<file path="src/rtl/serial_pkg.sv">
// Shared definitions for the bit-serial source and its hold register.
package serial_pkg;

  typedef enum logic {
    ST_IDLE  = 1'b0,
    ST_SHIFT = 1'b1
  } ser_state_t;

  localparam int SER_WIDTH_DEF = 8;

endpackage

</file>
<file path="src/rtl/ser_hold_reg.sv">
// One-entry word buffer that lets the next word wait while the current one shifts.
module ser_hold_reg
  import serial_pkg::*;
#(
  parameter int WIDTH = SER_WIDTH_DEF
) (
  input  logic             clk,
  input  logic             reset_n,
  input  logic             wr_en,
  input  logic [WIDTH-1:0] wr_data,
  input  logic             rd_en,
  output logic             full,
  output logic [WIDTH-1:0] rd_data
);

  // Fill on write, drain on read; the two never coincide since writes need full=0.
  always_ff @(posedge clk or negedge reset_n) begin
    if (!reset_n) begin
      full    <= 1'b0;
      rd_data <= '0;
    end else if (wr_en) begin
      full    <= 1'b1;
      rd_data <= wr_data;
    end else if (rd_en) begin
      full    <= 1'b0;
    end
  end

endmodule

</file>
<file path="src/rtl/serial_bit_source.sv">
// Parallel-to-serial front end: words in over valid/ready, one registered bit per clk out.
module serial_bit_source
  import serial_pkg::*;
#(
  parameter int   WIDTH     = SER_WIDTH_DEF,
  parameter bit   MSB_FIRST = 1'b1,
  parameter logic IDLE_BIT  = 1'b0
) (
  input  logic             clk,
  input  logic             reset_n,
  input  logic             in_valid,
  output logic             in_ready,
  input  logic [WIDTH-1:0] in_data,
  output logic             x_out,
  output logic             x_valid,
  output logic             first_bit,
  output logic             last_bit,
  output logic             busy
);

  localparam int CNT_W = $clog2(WIDTH);
  localparam logic [CNT_W-1:0] CNT_LAST = CNT_W'(WIDTH - 1);
  localparam logic [CNT_W-1:0] CNT_PRE  = CNT_W'(WIDTH - 2);

  if (WIDTH < 2 || WIDTH > 32) begin : g_width_check
    $error("serial_bit_source: WIDTH must be in 2..32");
  end

  function automatic logic out_bit(input logic [WIDTH-1:0] word);
    return MSB_FIRST ? word[WIDTH-1] : word[0];
  endfunction

  function automatic logic [WIDTH-1:0] shift_word(input logic [WIDTH-1:0] word);
    return MSB_FIRST ? {word[WIDTH-2:0], 1'b0} : {1'b0, word[WIDTH-1:1]};
  endfunction

  ser_state_t       state;
  logic [CNT_W-1:0] bit_cnt;
  logic [WIDTH-1:0] shift_reg;
  logic             hold_full;
  logic [WIDTH-1:0] hold_data;
  logic             accept;
  logic             at_last;
  logic             hold_wr;
  logic             hold_rd;
  logic             load_en;
  logic             adv_en;
  logic [WIDTH-1:0] load_word;
  logic [WIDTH-1:0] next_word;

  assign in_ready = reset_n & ~hold_full;
  assign busy     = (state == ST_SHIFT) | hold_full;

  // Decode accept and what the next edge does to the shifter.
  always_comb begin
    accept    = in_valid & in_ready;
    at_last   = (state == ST_SHIFT) && (bit_cnt == CNT_LAST);
    hold_wr   = accept && (state == ST_SHIFT) && !at_last;
    hold_rd   = at_last && hold_full;
    load_en   = ((state == ST_IDLE) && accept) || (at_last && (hold_full || accept));
    adv_en    = (state == ST_SHIFT) && !at_last;
    load_word = hold_full ? hold_data : in_data;
    next_word = shift_word(shift_reg);
  end

  ser_hold_reg #(.WIDTH(WIDTH)) u_hold (
    .clk     (clk),
    .reset_n (reset_n),
    .wr_en   (hold_wr),
    .wr_data (in_data),
    .rd_en   (hold_rd),
    .full    (hold_full),
    .rd_data (hold_data)
  );

  // Shifter FSM; outputs are computed one edge early so they leave from flops.
  always_ff @(posedge clk or negedge reset_n) begin
    if (!reset_n) begin
      state     <= ST_IDLE;
      bit_cnt   <= '0;
      shift_reg <= '0;
      x_out     <= IDLE_BIT;
      x_valid   <= 1'b0;
      first_bit <= 1'b0;
      last_bit  <= 1'b0;
    end else begin
      case (state)
        ST_IDLE, ST_SHIFT: begin
          if (load_en) begin
            state     <= ST_SHIFT;
            bit_cnt   <= '0;
            shift_reg <= load_word;
            x_out     <= out_bit(load_word);
            x_valid   <= 1'b1;
            first_bit <= 1'b1;
            last_bit  <= 1'b0;
          end else if (adv_en) begin
            bit_cnt   <= bit_cnt + CNT_W'(1);
            shift_reg <= next_word;
            x_out     <= out_bit(next_word);
            first_bit <= 1'b0;
            last_bit  <= (bit_cnt == CNT_PRE);
          end else begin
            state     <= ST_IDLE;
            bit_cnt   <= '0;
            shift_reg <= '0;
            x_out     <= IDLE_BIT;
            x_valid   <= 1'b0;
            first_bit <= 1'b0;
            last_bit  <= 1'b0;
          end
        end
        default: begin
          state     <= ST_IDLE;
          bit_cnt   <= '0;
          shift_reg <= '0;
          x_out     <= IDLE_BIT;
          x_valid   <= 1'b0;
          first_bit <= 1'b0;
          last_bit  <= 1'b0;
        end
      endcase
    end
  end

endmodule

</file>
<file path="config.mk">
export PLATFORM = sky130hd
export DESIGN_NAME = serial_bit_source
export DESIGN_NICKNAME = d
export VERILOG_FILES = /design/src/rtl/serial_pkg.sv /design/src/rtl/ser_hold_reg.sv /design/src/rtl/serial_bit_source.sv
export SDC_FILE = /design/constraint.sdc
export NUM_CORES = 1
export LEC_CHECK = 0
export CAP_MARGIN = 20
export CORE_ASPECT_RATIO = 0.9
export CORE_MARGIN = 1.5
export CORE_UTILIZATION = 55
export CTS_BUF_LIST = sky130_fd_sc_hd__clkbuf_8
export DETAILED_ROUTE_END_ITERATION = 16
export PLACE_DENSITY = 0.81
export SYNTH_ARGS = -nofsm -noshare
export SYNTH_HDL_FRONTEND = slang
export SYNTH_HIERARCHICAL = 1
export SYNTH_SLANG_ARGS = --single-unit
</file>
<file path="constraint.sdc">
create_clock -name clk -period 2.1 [get_ports clk]
set_input_delay 0.42 -clock clk [delete_from_list [all_inputs] [get_ports clk]]
set_output_delay 0.42 -clock clk [all_outputs]
set_load 0.05 [all_outputs]
</file>
* Yosys cells after proc, flatten, opt, wreduce, memory -nomap -nowiden
Cells that the tools add are included.
** Storage, ports and cells
- Bits in registers :: 23
- Bits of input ports :: 11
- Output and inout bits :: 6
- Logic and storage cells :: 42
** Cells by class
- $add $sub $neg :: 1
- Equal/unequal tests :: 3
- Muxes and demuxes :: 14
- Bitwise logic cells :: 5
- Reductions and logical operators :: 11
** Operators with widths (count)
- $mux W7 :: 2
- $mux W1 :: 9
- $mux W8 :: 1
- $logic_and A1 B1 Y1 :: 7
- $eq A3 B3 Y1 const B :: 2
- $mux W3 :: 2
- $add A3 B1 Y3 const B :: 1
- $and A1 B1 Y1 :: 2
- $logic_or A1 B1 Y1 :: 2
- $ne A2 B2 Y1 const B :: 1
- $not A1 Y1 :: 2
- $reduce_bool A2 Y1 :: 1
- $logic_not A1 Y1 :: 1
- $or A1 B1 Y1 :: 1

* Depth between registers and ports, before layout
Gate-level depths: netlist of the first run.
- Depth after elaboration :: 7
- Mapped depth :: 7
- Depth with buffers taken out :: 5

* By module
Netlist of the first run, hierarchy kept.
** By module, submodules not included
- serial_bit_source :: instances 1, cells an instance 64, area an instance 812.0 um^2, sequential area each 350.3 um^2
- ser_hold_reg :: instances 1, cells an instance 20, area an instance 369.1 um^2, sequential area each 225.2 um^2

* Worst setup path after synthesis of the first run
No wires, ideal clock.
- Path kind :: flip-flop to flip-flop
- From :: register bit_cnt[0]
- To :: register u_hold.rd_data[0]
- Library setup time :: 125 ps
- Data arrival time :: 1710 ps
- Data required time :: 1975 ps
- Slack :: 265 ps
- Stages on the path, launching flop included :: 8
- Path buffers :: 2
- Period minus slack after synthesis :: 1835 ps
- Cell sequence :: dfrtp_1 > ha_1 > ha_1 > clkbuf_1 > nand2b_1 > nor2_1 > buf_6 > mux2_4
** Between the ends
- Cells in the longest elaborated chain, start to end :: 4
** RTL lines
- from (decl) :: RTL line serial_bit_source.sv:38 : logic [CNT_W-1:0] bit_cnt;
- from (signal assigned) :: RTL line serial_bit_source.sv:98 : bit_cnt <= bit_cnt + CNT_W'(1);
- $eq A3 B3 Y1 :: RTL line serial_bit_source.sv:57 : at_last = (state == ST_SHIFT) && (bit_cnt == CNT_LAST);
- $logic_and A1 B1 Y1 :: RTL line serial_bit_source.sv:57
- $logic_not A1 Y1 :: RTL line serial_bit_source.sv:58 : hold_wr = accept && (state == ST_SHIFT) && !at_last;
- $logic_and A1 B1 Y1 :: RTL line serial_bit_source.sv:58
- net hold_wr :: RTL line serial_bit_source.sv:44 : logic hold_wr;
- to (signal assigned) :: RTL line ser_hold_reg.sv:23 : rd_data <= wr_data;
- to (decl) :: RTL line ser_hold_reg.sv:13 : output logic [WIDTH-1:0] rd_data
The timed path passes the listed nets, and every way through them passes these cells.
A chain may end at the register's enable or synchronous reset.

* Final worst setup path of the first run
- From :: input reset_n
- To :: output in_ready
** Between the ends
- Cells in the longest elaborated chain, start to end :: 1
** RTL lines
- from (decl) :: RTL line serial_bit_source.sv:10 : input logic reset_n,
- $and A1 B1 Y1 :: RTL line serial_bit_source.sv:51 : assign in_ready = reset_n & ~hold_full;
- to (decl) :: RTL line serial_bit_source.sv:12 : output logic in_ready,
Every way passes these cells.

==> out/metrics.yaml, run 1 <==
outcome:
  status: "completed"
die:
  core_area_um2: 1970
  die_area_um2: 2430
  die_h_um: 47.0
  die_w_um: 51.8
  placementRows: 15
  start_util_pct: 59.9
  io_pins: 17
grt:
  grt_start_max_net_pins: 16
  antenna_found_initial: 0
  grtUsageTotal_pct: 20.5
  first_global_vias: 749
  grt_pass1_wl_mm: 3.57
  grt_remaining_overflow: 0
clock_tree:
  path_clk_slew_ns: 0.09
  hold_buffers: 0
  clk_latency_ns: 0.26
  cts_sinks: 23
  cts_setup_buffers: 0
  cts_resized: 0
  cts_htree_levels: 1
  root_buffer: "clkbuf_8"
  clockBufferDepth: 2
  cts_tree: "done"
  cts_made_buffers: 3
timing:
  fin_skew_ns: 0.00976
  fin_crit_sh_pct: 87.9
  hold_violations: 0
  tightest_slew_ns: 0.596
  min_period_ns: 1.85
  rsz0062_at_grt: "false"
  finalSetupViolCount: 0
  max_freq_ghz: 0.542
  slew_headroom_pct: 60.3
  fin_tns_setup_ns: 0
  drv_slew: 0
worst_setup_path:
  crit_chain: "clkdlybuf4s50_1 -> nor2b_1 -> buf_12"
  timing.rr.start: "bit_cnt[0]"
  crit_arrival_ns: 1.43
  critPathMaxStageDelay_ns: 0.53
  critPathRequiredTime_ns: 1.68
  cp_max_fo: 4
  startpoint: "reset_n"
  worstSetupPathType: "input port to primary output"
  crit_family: "buffers and inverters"
  end_kind: "primary output"
  setup.worst_path.start_class: "input port"
  cp.buffers_inverters: 2
  crit_path_top_delay_cell: "clkdlybuf4s50_1"
route:
  drtIter0Drc: 1
  drtAntennaViolNets: 0
  dr.max_layer_used: "met4"
  num_vias: 732
  drt_pass1_iterations: 4
  wl_met2_mm: 1.03
  avgViaCountPerCell: 5.72
  wl_mm: 2.13
  drcViolationCount: 0
  wl_per_cell_um: 16.7
  wl_met1_um: 969
  dr_wl_met3_um: 117
synth:
  yosys-top-cells-area: "dfrtp_1 (49%), mux2_4 (10%), o41ai_2 (9.6%)"
  muxShareOfSynthArea_pct: 16.9
  synth_ff_type: "dfrtp_1"
  synth_warnings: 6
  ys_ff_latch: 23
  synth_area_leader_cell: "dfrtp_1"
  synth_xor_area_share_pct: 0
  ys_seq_area_share_pct: 48.7
  synth_cell_type_count: 23
  synth_fp_nets: 98
  synth_compound_area_share_pct: 11.5
  netlist_area_um2: 1180
  syn-instance-count: 84
  async_flop_share_pct: 100
  yosys.area_share.simple_pct: 13.1
  syn-mean-instance-area_um2: 14.1
  synth_edf_count: 0
  synth_top_family_by_area: "multiplexers"
  synthAdderAreaFrac_pct: 3.18
  synth_top_area_share_pct: 48.7
power_and_ir_drop:
  power_density_nw_per_um2: 1330
  power.total_w: 0.00188
  ir_drop_uv: 676
  p_leak_nw: 0.696
cells_and_area:
  n_antenna_cell: 0
  final_cell_mix: "dfrtp_1 (23), clkdlybuf4s50_1 (13), mux2i_1 (8), nand3b_1 (8), mux2_4 (8)"
  drive_gt1_share_pct: 32.0
  layout_commonest_cell: "dfrtp_1"
  largest_reg_flops: 8
  synthToLayoutAreaGrowth_pct: 19.9
  nets: 118
run:
  max_cap_violations: 0
min_path:
  hp-start: "bit_cnt[0]"
  min_path_type: "flip-flop to flip-flop"
place:
  dp_hpwl_mm: 1.57
  place.gp.congestion: 0.782
  port_buffers: 16
[worst reg2reg max path: cells and delay by family, from the launching register on]
family | cells | cell delay (ns)
DFF | 1 | 0.41
adders and majority gates | 2 | 0.39
muxes | 1 | 0.32
and+or+nand+nor | 2 | 0.31
buffers and inverters | 1 | 0.22
[per-stage QoR]
step | area, µm² | hold slack (ns) | std cells | setup WS (ns) | util (%)
floorplan | 1180 | 0.124 | 84 | 0.265 | -
global placement | 1370 | 0.450 | 124 | 0.239 | 69.5
detailed placement | 1370 | 0.468 | 124 | 0.201 | 69.5
CTS | 1420 | 0.480 | 128 | 0.246 | 71.9
global route | 1420 | 0.510 | 128 | 0.227 | 71.9
finish | 1420 | 0.478 | 128 | 0.254 | 71.9
[logic make-up (layout without fill, tap and decap cells)]
kind of cell	Yosys count	count (layout)
flip-flops	23	23
AND/OR/NAND/NOR	22	22
multiplexers	16	16
AO/OA/AOI/OAI	10	10
buffers and inverters	10	29
adder cells (fa/ha/maj)	3	3
[power by group]
group	total, W	switching (W)	internal (W)	leakage, nW
clock network	0.000269	0.000137	0.000132	0.0255
registers	0.000744	0.000122	0.000622	0.286
logic	0.000867	0.000428	0.000438	0.384
total	0.00188	0.000687	0.00119	0.696
[layout make-up]
class / count / area (µm²)
repair buffers: 22 / 223
inverters: 3 / 11.3
flip-flops and latches: 23 / 576
multi-input cells: 51 / 529
fillers: 143 / 554
clock buffers: 3 / 41.3
well taps: 25 / 31.3
clock inverters: 1 / 5.00
[final timing paths]
path                                     end  slack, ns  depth (start not counted)
max                                 in_ready       0.25                          3
min                               bit_cnt[0]       0.48                          1
max reg2reg                u_hold/rd_data[2]       0.34                          6
min reg2reg                       bit_cnt[0]       0.48                          1
max in group asynchronous  u_hold/rd_data[3]       1.33                          2
min in group asynchronous       shift_reg[4]       0.55                          2
[metal layers]
metal	track usage [%]	vias to the layer above
met5	0	-
met4	4.74	0
met3	4.14	2
met2	33.2	26
met1	29.0	367
li1	-	337
[synthesized netlist by cell type (2+ instances only)]
cell / number
nor2_1: 3
mux2_4: 8
ha_1: 3
o41ai_2: 7
nor2b_4: 2
nand3b_1: 8
dfrtp_1: 23
buf_6: 5
inv_1: 3
and3_1: 2
mux2i_1: 8
No activity file was read; power rests on OpenSTA's default activity.
==> run 2, diff against run 1 <==
--- a/config.mk
+++ b/config.mk
@@ -5,7 +5,6 @@
 export SDC_FILE = /design/constraint.sdc
 export NUM_CORES = 1
 export LEC_CHECK = 0
-export CAP_MARGIN = 20
 export CORE_ASPECT_RATIO = 0.9
 export CORE_MARGIN = 1.5
 export CORE_UTILIZATION = 55
==> results of run 2 <==
Same layout as run 1: the final DEF is identical, and so are final timing and power.
